<file path="src/rtl/bus_arbiter_if.sv">
// Bus bundle between the two requesters, the arbiter and the memory port.
// slave  : the arbiter's view (requests in, completions out, drives memory side).
// master : the environment's view (requesters and memory model).
interface bus_arbiter_if;
  logic        req0_valid;
  logic [31:0] req0_address;
  logic [3:0]  req0_wstrobe;
  logic [31:0] req0_wdata;
  logic        req0_ready;
  logic [31:0] req0_rdata;

  logic        req1_valid;
  logic [31:0] req1_address;
  logic [3:0]  req1_wstrobe;
  logic [31:0] req1_wdata;
  logic        req1_ready;
  logic [31:0] req1_rdata;

  logic        mem_valid;
  logic [31:0] mem_address;
  logic [3:0]  mem_wstrobe;
  logic [31:0] mem_wdata;
  logic        mem_ready;
  logic [31:0] mem_rdata;

  modport slave (
    input  req0_valid, req0_address, req0_wstrobe, req0_wdata,
    input  req1_valid, req1_address, req1_wstrobe, req1_wdata,
    input  mem_ready, mem_rdata,
    output req0_ready, req0_rdata, req1_ready, req1_rdata,
    output mem_valid, mem_address, mem_wstrobe, mem_wdata
  );

  modport master (
    output req0_valid, req0_address, req0_wstrobe, req0_wdata,
    output req1_valid, req1_address, req1_wstrobe, req1_wdata,
    output mem_ready, mem_rdata,
    input  req0_ready, req0_rdata, req1_ready, req1_rdata,
    input  mem_valid, mem_address, mem_wstrobe, mem_wdata
  );
endinterface

</file>
<file path="src/rtl/bus_arbiter.sv">
// Two-requester round-robin arbiter in front of a single memory port.
// A grant is registered and held until the memory completes the transfer;
// all bus outputs are muxed from the registered state only.
// Optional feature: define BUS_ARB_TIMEOUT_EN to abort a granted transfer
// that waits TIMEOUT_CYCLES cycles for mem_ready (returns ERROR_WORD and
// pulses timeout_err). Without it timeout_err is tied 0.
module bus_arbiter #(
  parameter int          TIMEOUT_CYCLES = 256,
  parameter logic [31:0] ERROR_WORD     = 32'hDEAD_BEEF
) (
  input  logic          clk,
  input  logic          reset,
  bus_arbiter_if.slave  bus,
  output logic [1:0]    grant,
  output logic          timeout_err
);

  typedef enum logic [1:0] {
    IDLE   = 2'd0,
    GRANT0 = 2'd1,
    GRANT1 = 2'd2
  } state_t;

  state_t state_q, state_d;
  // last_q = 1 lets requester 0 win the next tie, 0 lets requester 1 win.
  logic   last_q, last_d;
  logic   tmo_hit;
  logic   done;

`ifdef BUS_ARB_TIMEOUT_EN
  localparam int CNT_W = $clog2(TIMEOUT_CYCLES + 1);
  logic [CNT_W-1:0] cnt_q;

  // A stalled grant expires on its TIMEOUT_CYCLES-th cycle unless mem_ready wins that cycle.
  assign tmo_hit = (state_q != IDLE) && !bus.mem_ready &&
                   (cnt_q == CNT_W'(TIMEOUT_CYCLES - 1));

  // Wait counter: cleared on every state change, counts stalled grant cycles.
  always_ff @(posedge clk or posedge reset) begin
    if (reset)
      cnt_q <= '0;
    else if (state_d != state_q)
      cnt_q <= '0;
    else if ((state_q != IDLE) && !bus.mem_ready)
      cnt_q <= cnt_q + CNT_W'(1);
  end
`else
  assign tmo_hit = 1'b0;
  logic unused_cfg;
  assign unused_cfg = ERROR_WORD[0] ^ (TIMEOUT_CYCLES != 0);
`endif

  // A granted transfer ends on a memory completion or an expired wait.
  assign done = bus.mem_ready || tmo_hit;

  // State and priority pointer registers.
  always_ff @(posedge clk or posedge reset) begin
    if (reset) begin
      state_q <= IDLE;
      last_q  <= 1'b1;
    end else begin
      state_q <= state_d;
      last_q  <= last_d;
    end
  end

  // Next-state: round-robin on ties, direct hand-over when the other side waits.
  always_comb begin
    state_d = state_q;
    last_d  = last_q;
    case (state_q)
      IDLE: begin
        if (bus.req0_valid && bus.req1_valid)
          state_d = last_q ? GRANT0 : GRANT1;
        else if (bus.req0_valid)
          state_d = GRANT0;
        else if (bus.req1_valid)
          state_d = GRANT1;
      end
      GRANT0: begin
        if (done) begin
          last_d  = 1'b0;
          state_d = bus.req1_valid ? GRANT1 : IDLE;
        end else if (!bus.req0_valid) begin
          state_d = IDLE;
        end
      end
      GRANT1: begin
        if (done) begin
          last_d  = 1'b1;
          state_d = bus.req0_valid ? GRANT0 : IDLE;
        end else if (!bus.req1_valid) begin
          state_d = IDLE;
        end
      end
      default: state_d = IDLE;
    endcase
  end

  // Output mux: owner's fields go to memory, memory response goes to owner only.
  always_comb begin
    grant            = 2'b00;
    timeout_err      = 1'b0;
    bus.mem_valid    = 1'b0;
    bus.mem_address  = '0;
    bus.mem_wstrobe  = '0;
    bus.mem_wdata    = '0;
    bus.req0_ready   = 1'b0;
    bus.req0_rdata   = '0;
    bus.req1_ready   = 1'b0;
    bus.req1_rdata   = '0;
    case (state_q)
      GRANT0: begin
        grant           = 2'b01;
        bus.mem_valid   = bus.req0_valid;
        bus.mem_address = bus.req0_address;
        bus.mem_wstrobe = bus.req0_wstrobe;
        bus.mem_wdata   = bus.req0_wdata;
        bus.req0_ready  = bus.mem_ready;
        bus.req0_rdata  = bus.mem_rdata;
`ifdef BUS_ARB_TIMEOUT_EN
        if (tmo_hit) begin
          bus.req0_ready = 1'b1;
          bus.req0_rdata = ERROR_WORD;
          timeout_err    = 1'b1;
        end
`endif
      end
      GRANT1: begin
        grant           = 2'b10;
        bus.mem_valid   = bus.req1_valid;
        bus.mem_address = bus.req1_address;
        bus.mem_wstrobe = bus.req1_wstrobe;
        bus.mem_wdata   = bus.req1_wdata;
        bus.req1_ready  = bus.mem_ready;
        bus.req1_rdata  = bus.mem_rdata;
`ifdef BUS_ARB_TIMEOUT_EN
        if (tmo_hit) begin
          bus.req1_ready = 1'b1;
          bus.req1_rdata = ERROR_WORD;
          timeout_err    = 1'b1;
        end
`endif
      end
      default: ;
    endcase
  end

endmodule

</file>
<file path="src/flat_wrapper.sv">
// flat-port wrapper written by rule: the top's interface ports become plain ports
module bus_arbiter_flat 
#(
  parameter int          TIMEOUT_CYCLES = 256,
  parameter logic [31:0] ERROR_WORD     = 32'hDEAD_BEEF
)
  (clk, reset, grant, timeout_err, bus_req0_valid, bus_req0_address, bus_req0_wstrobe, bus_req0_wdata, bus_req1_valid, bus_req1_address, bus_req1_wstrobe, bus_req1_wdata, bus_mem_ready, bus_mem_rdata, bus_req0_ready, bus_req0_rdata, bus_req1_ready, bus_req1_rdata, bus_mem_valid, bus_mem_address, bus_mem_wstrobe, bus_mem_wdata);
  bus_arbiter_if bus_i ();
  input  logic clk;
  input  logic reset;
  output logic [1:0] grant;
  output logic timeout_err;
  input wire logic [$bits(bus_i.req0_valid)-1:0] bus_req0_valid;
  input wire logic [$bits(bus_i.req0_address)-1:0] bus_req0_address;
  input wire logic [$bits(bus_i.req0_wstrobe)-1:0] bus_req0_wstrobe;
  input wire logic [$bits(bus_i.req0_wdata)-1:0] bus_req0_wdata;
  input wire logic [$bits(bus_i.req1_valid)-1:0] bus_req1_valid;
  input wire logic [$bits(bus_i.req1_address)-1:0] bus_req1_address;
  input wire logic [$bits(bus_i.req1_wstrobe)-1:0] bus_req1_wstrobe;
  input wire logic [$bits(bus_i.req1_wdata)-1:0] bus_req1_wdata;
  input wire logic [$bits(bus_i.mem_ready)-1:0] bus_mem_ready;
  input wire logic [$bits(bus_i.mem_rdata)-1:0] bus_mem_rdata;
  output wire logic [$bits(bus_i.req0_ready)-1:0] bus_req0_ready;
  output wire logic [$bits(bus_i.req0_rdata)-1:0] bus_req0_rdata;
  output wire logic [$bits(bus_i.req1_ready)-1:0] bus_req1_ready;
  output wire logic [$bits(bus_i.req1_rdata)-1:0] bus_req1_rdata;
  output wire logic [$bits(bus_i.mem_valid)-1:0] bus_mem_valid;
  output wire logic [$bits(bus_i.mem_address)-1:0] bus_mem_address;
  output wire logic [$bits(bus_i.mem_wstrobe)-1:0] bus_mem_wstrobe;
  output wire logic [$bits(bus_i.mem_wdata)-1:0] bus_mem_wdata;
  assign bus_i.req0_valid = bus_req0_valid;
  assign bus_i.req0_address = bus_req0_address;
  assign bus_i.req0_wstrobe = bus_req0_wstrobe;
  assign bus_i.req0_wdata = bus_req0_wdata;
  assign bus_i.req1_valid = bus_req1_valid;
  assign bus_i.req1_address = bus_req1_address;
  assign bus_i.req1_wstrobe = bus_req1_wstrobe;
  assign bus_i.req1_wdata = bus_req1_wdata;
  assign bus_i.mem_ready = bus_mem_ready;
  assign bus_i.mem_rdata = bus_mem_rdata;
  assign bus_req0_ready = bus_i.req0_ready;
  assign bus_req0_rdata = bus_i.req0_rdata;
  assign bus_req1_ready = bus_i.req1_ready;
  assign bus_req1_rdata = bus_i.req1_rdata;
  assign bus_mem_valid = bus_i.mem_valid;
  assign bus_mem_address = bus_i.mem_address;
  assign bus_mem_wstrobe = bus_i.mem_wstrobe;
  assign bus_mem_wdata = bus_i.mem_wdata;
  bus_arbiter #(.TIMEOUT_CYCLES(TIMEOUT_CYCLES), .ERROR_WORD(ERROR_WORD)) u_core (.clk(clk), .reset(reset), .bus(bus_i), .grant(grant), .timeout_err(timeout_err));
endmodule
</file>
<file path="config.mk">
export PLATFORM = sky130hd
export DESIGN_NAME = bus_arbiter_flat
export DESIGN_NICKNAME = d
export VERILOG_FILES = /design/src/rtl/bus_arbiter_if.sv /design/src/rtl/bus_arbiter.sv /design/src/flat_wrapper.sv
export SDC_FILE = /design/constraint.sdc
export NUM_CORES = 1
export LEC_CHECK = 0
export CAP_MARGIN = 30
export CORE_AREA = 2 2 122 124
export CTS_CLUSTER_DIAMETER = 50
export CTS_CLUSTER_SIZE = 12
export DETAILED_ROUTE_END_ITERATION = 6
export DIE_AREA = 0 0 124 126
export SLEW_MARGIN = 40
export SYNTH_ARGS = -nofsm -noshare
export SYNTH_HDL_FRONTEND = slang
export SYNTH_SLANG_ARGS = --single-unit
</file>
<file path="constraint.sdc">
create_clock -name clk -period 4 [get_ports clk]
set_input_delay 0.6 -clock clk [delete_from_list [all_inputs] [get_ports clk]]
set_output_delay 0.6 -clock clk [all_outputs]
set_load 0.01 [all_outputs]
</file>
# Yosys cells after proc, flatten, opt, wreduce, memory -nomap -nowiden
# Index checks and enable logic that the tools add are counted.
# W data, S select, Z words.
dict set report totals {
  reg_bits 3
  input_bits 173
  word_cells 37
}
dict set report op_classes {
  eq_ne 7
  n_mux 23
  n_reduce_logical 5
}
# cell n
set ops {}
lappend ops {{$pmux W32 S2} 2}
lappend ops {{$mux W32} 2}
lappend ops {{$mux W2} 9}
lappend ops {{$pmux W4 S2} 1}
lappend ops {{$ne A3 B3 Y1 const B} 2}
lappend ops {{$pmux W2 S3} 1}
lappend ops {{$reduce_and A3 Y1} 2}
lappend ops {{$mux W1} 5}
lappend ops {{$ne A2 B2 Y1 const B} 2}
lappend ops {{$ne A4 B3 Y1 const B} 1}
lappend ops {{$pmux W1 S2} 2}
lappend ops {{$pmux W2 S2} 1}
lappend ops {{$eq A2 B1 Y1 const B} 1}
lappend ops {{$eq A2 B2 Y1 const B} 1}
lappend ops {{$logic_not A2 Y1} 1}
lappend ops {{$reduce_bool A2 Y1} 1}
lappend ops {{$logic_and A1 B1 Y1} 1}

# Logic depth before layout (Yosys ltp)
# Gate-level depths: netlist of run 1.
dict set report depth {
  depth_word 4
  depth_mapped 7
}

# Worst setup path after synthesis of run 1
# No wires, ideal clock.
dict set report synth_path {
  path_kind {reg-to-output}
  start {register u_core.state_q[0]}
  end {output port bus_mem_wdata[0]}
  arrival_time_ns 1.331
  t_required_ns 3.400
  setup_slack_ns 2.069
  stages_incl_launch_ff 6
  n_path_buf 2
  cell_sequence {dfrtp_1 inv_1 ha_1 buf_2 buf_2 nor2b_1}
}
dict set report synth_between {
  elab_chain_len 2
  word_cells_on_any_way 3
  classes_between {2 x eq/ne; 1 x mux}
}
# element line
set synth_rtl {}
lappend synth_rtl {{from (decl)} bus_arbiter.sv:24} ;# state_t state_q, state_d;
lappend synth_rtl {{from (signal assigned)} bus_arbiter.sv:62} ;# state_q <= state_d;
lappend synth_rtl {{$eq A2 B2 Y1 / $eq A2 B1 Y1 (equally long branches)} bus_arbiter.sv:112} ;# case (state_q)
lappend synth_rtl {{$pmux W32 S2 *} bus_arbiter.sv:112}
lappend synth_rtl {{to (decl)} flat_wrapper.sv:30} ;# output wire logic [$bits(bus_i.mem_wdata)-1:0] bus_mem_wdata;
# Mark *: on every way between the ends. The rest lies on a longest branch, timed or not.

# Final worst setup path of run 1
dict set report layout_path {
  start {register u_core.state_q[1]}
  end {output port bus_mem_address[15]}
}
dict set report layout_between {
  elab_chain_len 2
  word_cells_on_any_way 3
  classes_between {2 x eq/ne; 1 x mux}
}
# element line
set layout_rtl {}
lappend layout_rtl {{$eq A2 B2 Y1 / $eq A2 B1 Y1 (equally long branches)} bus_arbiter.sv:112}
lappend layout_rtl {{$pmux W32 S2 *} bus_arbiter.sv:112}
lappend layout_rtl {{to (decl)} flat_wrapper.sv:28} ;# output wire logic [$bits(bus_i.mem_address)-1:0] bus_mem_address;
# Marked as above.

==> results of run 1 <==
==> registers in the layout (all words and copies together) (netlist names) <==
name,cells
u_core.state_q,2
u_core.last_q,1
==> cell usage after synthesis, types with 2 or more instances <==
cell type and instances:
nor2b_1 69, buf_2 13, mux2i_1 2, inv_1 4
a22o_1 2, buf_4 4, nand2_1 2, ha_1 6
nand2b_1 2, clkbuf_1 12, dfrtp_1 2, buf_6 2
a22oi_1 70, and2_1 66
==> logic make-up (layout without fill, tap and decap cells) <==
group | count (synthesis) | count (layout)
compound gates | 75 | 75
fa+ha+maj | 6 | 6
buf+inv | 35 | 322
flops | 3 | 3
mux | 2 | 2
other cells | 1 | 1
simple gates | 141 | 141
==> worst min-delay path by stage <==
stage                              from                end  slack [ns]  cells after the start
after floorplan                   reset  u_core.state_q[0]        0.35                      1
after global routing      u_core.last_q      u_core.last_q        0.56                      1
after detailed placement  u_core.last_q      u_core.last_q        0.55                      1
after global placement    u_core.last_q      u_core.last_q        0.55                      1
final                             reset  u_core.state_q[1]        0.55                      2
after CTS                         reset  u_core.state_q[1]        0.55                      2
==> worst max-delay path: stages, from the launching register on <==
cell and delay [ns]:
dfrtp_1 0.41, inv_1 0.19, ha_4 0.48, buf_12 0.30, a22oi_1 0.12, nor2b_1 0.15, clkdlybuf4s50_1 0.56
==> layout make-up <==
type	instances	area, µm²
Fill cell	1452	9210
Timing Repair Buffer	314	3140
Multi-Input combinational cell	225	1560
Tap cell	184	230
Clock buffer	4	78.8
Sequential cell	3	76.3
Inverter	4	15.0
==> per-stage QoR <==
step / utilization (%) / cell area (µm²) / cells / worst slack [ns]
finish: 35.7 / 5110 / 734 / 0.924
floorplan: - / 1790 / 263 / 2.07
global placement: 35.1 / 5020 / 730 / 0.958
global route: 35.7 / 5110 / 734 / 0.764
CTS: 35.7 / 5110 / 734 / 0.886
detailed placement: 35.1 / 5030 / 730 / 1.13
==> power breakdown <==
part | internal (mW) | total (mW) | switching, mW
registers | 0.0491 | 0.0665 | 0.0174
logic | 1.44 | 2.58 | 1.14
clock network | 0.132 | 0.165 | 0.0330
==> routing by layer <==
metal / global-route usage [%] / vias up / part of all wire (%)
met1: 13.2 / 1389 / 36
li1: - / 1484 / -
met4: 2.31 / 2 / 1.2
met2: 24.9 / 195 / 51
met3: 4.44 / 15 / 12
met5: 0 / - / 0.098
==> results.yml, run 1 <==
run_status:
  status: "finished, final reports clean"
logic_synthesis:
  async_reset_ff_share_pct: 100
  synth_edf_count: 0
  synth_fa_ha_area_share_pct: 4.20
  synth-seq-area-share_pct: 4.27
  synthSimpleGateAreaFrac_pct: 48.8
  syn-cell-area_um2: 1790
  synthTopCellsByArea: "a22oi_1 29%, nor2b_1 24%, and2_1 23%, ha_1 4.2%, buf_2 3.6%"
  synth_top_area_share_pct: 29.4
  synth_cell_types: 21
  yosysTopAreaCell: "a22oi_1"
  syn_avg_cell_area_um2: 6.80
  synth_top_family_by_area: "simple AND/OR/NAND/NOR gates"
  synth_fp_nets: 442
  synth_compound_area_share_pct: 31.5
  synth_xor_area_share_pct: 0
  netlist_instances: 263
  synthMuxAreaShare_pct: 1.12
  synth_warnings: 0
  ys_ff_latch: 3
  ys.flop_type: "dfrtp_1"
clock_tree:
  cts_buffer_depth: 2
  clk_latency_ns: 0.23
  cts-buffers-inserted: 3
  cts_root_buffer: "clkbuf_16"
  cts_tree: "done"
  cts_hold_buf: 0
  clk_pin_slew_ns: 0.03
  cts_resized: 0
  cts_setup_buffers: 0
  cts_htree_levels: 1
  cts.sinks: 3
routing:
  drc: 0
  via_count: 3085
  viasPerCell: 4.20
  routed_wirelength_um: 11200
  ant_nets: 0
  firstDrtPassIters: 4
  wire_per_inst_um: 15.3
  drt_iter0_markers: 137
sta:
  fin_crit_sh_pct: 76.9
  finClkSkew_ns: 0.00284
  setup_viol: 0
  hold_ws_ns: 0.551
  fin_crit_ns: 3.08
  rsz0062_at_grt: "no"
  finalHoldViolCount: 0
  timing.setup.tns_ns: 0
  slew_violations: 0
  max_freq_ghz: 0.325
worst_setup_path:
  crit_type: "reg -> out"
  crit_path_end_kind: "output pin"
  critPathRequiredTime_ns: 3.40
  critPathCapture: "bus_mem_address[15]"
  cp-startpoint: "u_core.state_q[1]"
  start_kind: "flip-flop"
  rr_endpoint: "u_core.state_q[0]"
  rr_startpoint: "u_core.state_q[0]"
  crit_fanout: 62
  worstRegToRegCells: 6
  regToRegSetupSlack_ns: 2.09
  cp.arrival_ns: 2.48
power_and_ir_drop:
  power_density_nw_per_um2: 550
  power_leakage_nw: 1.75
  p_total_mw: 2.81
  peakVddDrop_uv: 304
finish:
  antenna_cells: 0
  final_common_cell: "clkdlybuf4s50_1"
  syn2layout_area_growth_pct: 185
  fin_nets: 730
  drive_gt1_share_pct: 2.36
  layout_common_cells: "309 x clkdlybuf4s50_1, 70 x a22oi_1, 69 x nor2b_1"
run:
  drv_cap: 0
placement:
  gp_congestion: 0.860
  io_buffer_count: 309
  dp_hpwl_um: 8980
die:
  die_x_um: 124
  die_y_um: 126
  coreArea_um2: 14300
  rows: 44
  start_util_pct: 12.5
  die_area_um2: 15600
  io_pins: 311
grt:
  grt_pass1_wl_um: 16000
  globalRouteOverflowTotal: 0
  antenna_found_initial: 1
  grt_usage_pct: 12.9
  grt_max_degree: 63
  grt_pass1_vias: 3083
worst_hold_path:
  holdCritPathClass: "in -> async"
No activity file was read; power rests on OpenSTA's default activity.
==> run 2, diff against run 1 <==
CORE_AREA = 2 2 121 123   (was 2 2 122 124)
DIE_AREA = 0 0 123 125   (was 0 0 124 126)
clock period = 3.19 ns   (was 4 ns; I/O delays follow)
==> results.yml, run 2 (synthesis results as in run 1) <==
clock_tree:
  cts_tree: "done"
  cts_buffer_depth: 2
  cts_resized: 0
  cts.sinks: 3
  cts-buffers-inserted: 3
  clk_pin_slew_ns: 0.03
  cts_root_buffer: "clkbuf_16"
  cts_hold_buf: 0
  cts_htree_levels: 1
  clk_latency_ns: 0.23
  cts_setup_buffers: 0
sta:
  rsz0062_at_grt: "no"
  max_freq_ghz: 0.349
  timing.setup.tns_ns: 0
  fin_crit_ns: 2.86
  finalHoldViolCount: 0
  slew_violations: 0
  finClkSkew_ns: 0.000808
  setup_viol: 0
  fin_crit_sh_pct: 89.8
run:
  drv_cap: 0
die:
  die_area_um2: 15400
  die_x_um: 123
  coreArea_um2: 14200
  rows: 44
  io_pins: 311
  start_util_pct: 12.6
  die_y_um: 125
routing:
  firstDrtPassIters: 4
  via_count: 3063
  drt_iter0_markers: 94
  viasPerCell: 4.16
  wire_per_inst_um: 14.7
  ant_nets: 0
  drc: 0
  routed_wirelength_um: 10900
power_and_ir_drop:
  p_sw_mw: 1.48
  seqPwrFrac_pct: 2.3
  p_comb_share_pct: 91.8
  power_density_nw_per_um2: 684
  power_leakage_nw: 1.76
  internal-power_mw: 2.02
  clkPwrFrac_pct: 5.8
  p_sw_share_pct: 42.3
  peakVddDrop_uv: 268
finish:
  antenna_cells: 0
  syn2layout_area_growth_pct: 186
  final_common_cell: "clkdlybuf4s50_1"
  largest_reg_flops: 2
  regMostFlops: "u_core.state_q"
  layout_common_cells: "309 x clkdlybuf4s50_1, 70 x a22oi_1, 69 x nor2b_1"
  drive_gt1_share_pct: 2.71
  fin_area_um2: 5120
  fin_nets: 733
  finalNonFillerCells: 737
  top_regs: "u_core.state_q x2, u_core.last_q x1"
worst_setup_path:
  crit_path_end_kind: "output pin"
  crit_fanout: 32
  start_kind: "flip-flop"
  critPathRequiredTime_ns: 2.71
  crit_type: "reg -> out"
  cp.arrival_ns: 2.38
grt:
  globalRouteOverflowTotal: 0
  grt_max_degree: 48
  gr-usage-met1_pct: 13.0
  grt.busiest_layer: "met2"
  antenna_found_initial: 0
  grt_pass1_vias: 3108
  met3_usage_pct: 3.33
  gr-usage-met2_pct: 25.6
  grt_usage_pct: 12.9
  grt_pass1_wl_um: 15900
placement:
  place_inst: 733
  dpl-instance-area_um2: 5040
  gp_congestion: 0.861
  io_buffer_count: 309
  dp_hpwl_um: 8780
run_status:
  status: "finished, final reports clean"
worst_hold_path:
  holdCritPathClass: "in -> async"
-- run 2: area by class of cell --
cell class	instances	area, µm²
Sequential cell	3	76.3
Multi-Input combinational cell	225	1550
Inverter	4	15.0
Timing Repair Buffer	317	3170
Tap cell	184	230
Fill cell	1432	9090
Clock buffer	4	78.8
-- run 2: layer usage --
metal | wire length [µm] | part of all wire, %
met4 | 154 | 1.4
met5 | 0 | 0
met3 | 1220 | 11
met2 | 5630 | 52
met1 | 3870 | 36
-- run 2: stage by stage --
step                      hold slack (ns)  power (mW)  setup WS (ns)  utilization [%]
after detailed placement            0.554        3.35          0.550             35.5
after floorplan                     0.231        1.74           1.38                -
after CTS                           0.428        3.57          0.286             36.0
after global placement              0.553        3.30          0.595             35.5
after global routing                0.455        3.79          0.199             36.0
final                               0.422        3.50          0.327             36.0
-- run 2: critical path, cell delays in order (launching register included) --
cell,delay [ns]
dfrtp_1,0.41
inv_1,0.17
ha_4,0.42
buf_4,0.31
a22oi_1,0.10
nor2b_1,0.17
clkdlybuf4s50_1,0.56
-- run 2: power groups by stage --
stage	Sequential [mW]	Combinational, mW	Clock (mW)
2_1_floorplan	0.0744	1.66	0
3_3_place_gp	0.0797	3.22	0
3_5_place_dp	0.0821	3.26	0
4_1_cts	0.0822	3.28	0.208
5_1_grt	0.0833	3.50	0.208
6_report	0.0818	3.21	0.204
-- run 2: worst paths after layout --
check	cells past startpoint	endpoint	slack, ns	from
setup / recovery	6	bus_mem_address[17]	0.33	u_core.state_q[1]
hold / removal	2	u_core.state_q[0]	0.42	reset
setup reg to reg	6	u_core.state_q[1]	1.34	u_core.state_q[0]
hold reg to reg	1	u_core.last_q	0.56	u_core.last_q
max in group asynchronous	2	u_core.last_q	2.55	reset
min in group clk	1	u_core.last_q	0.56	u_core.last_q
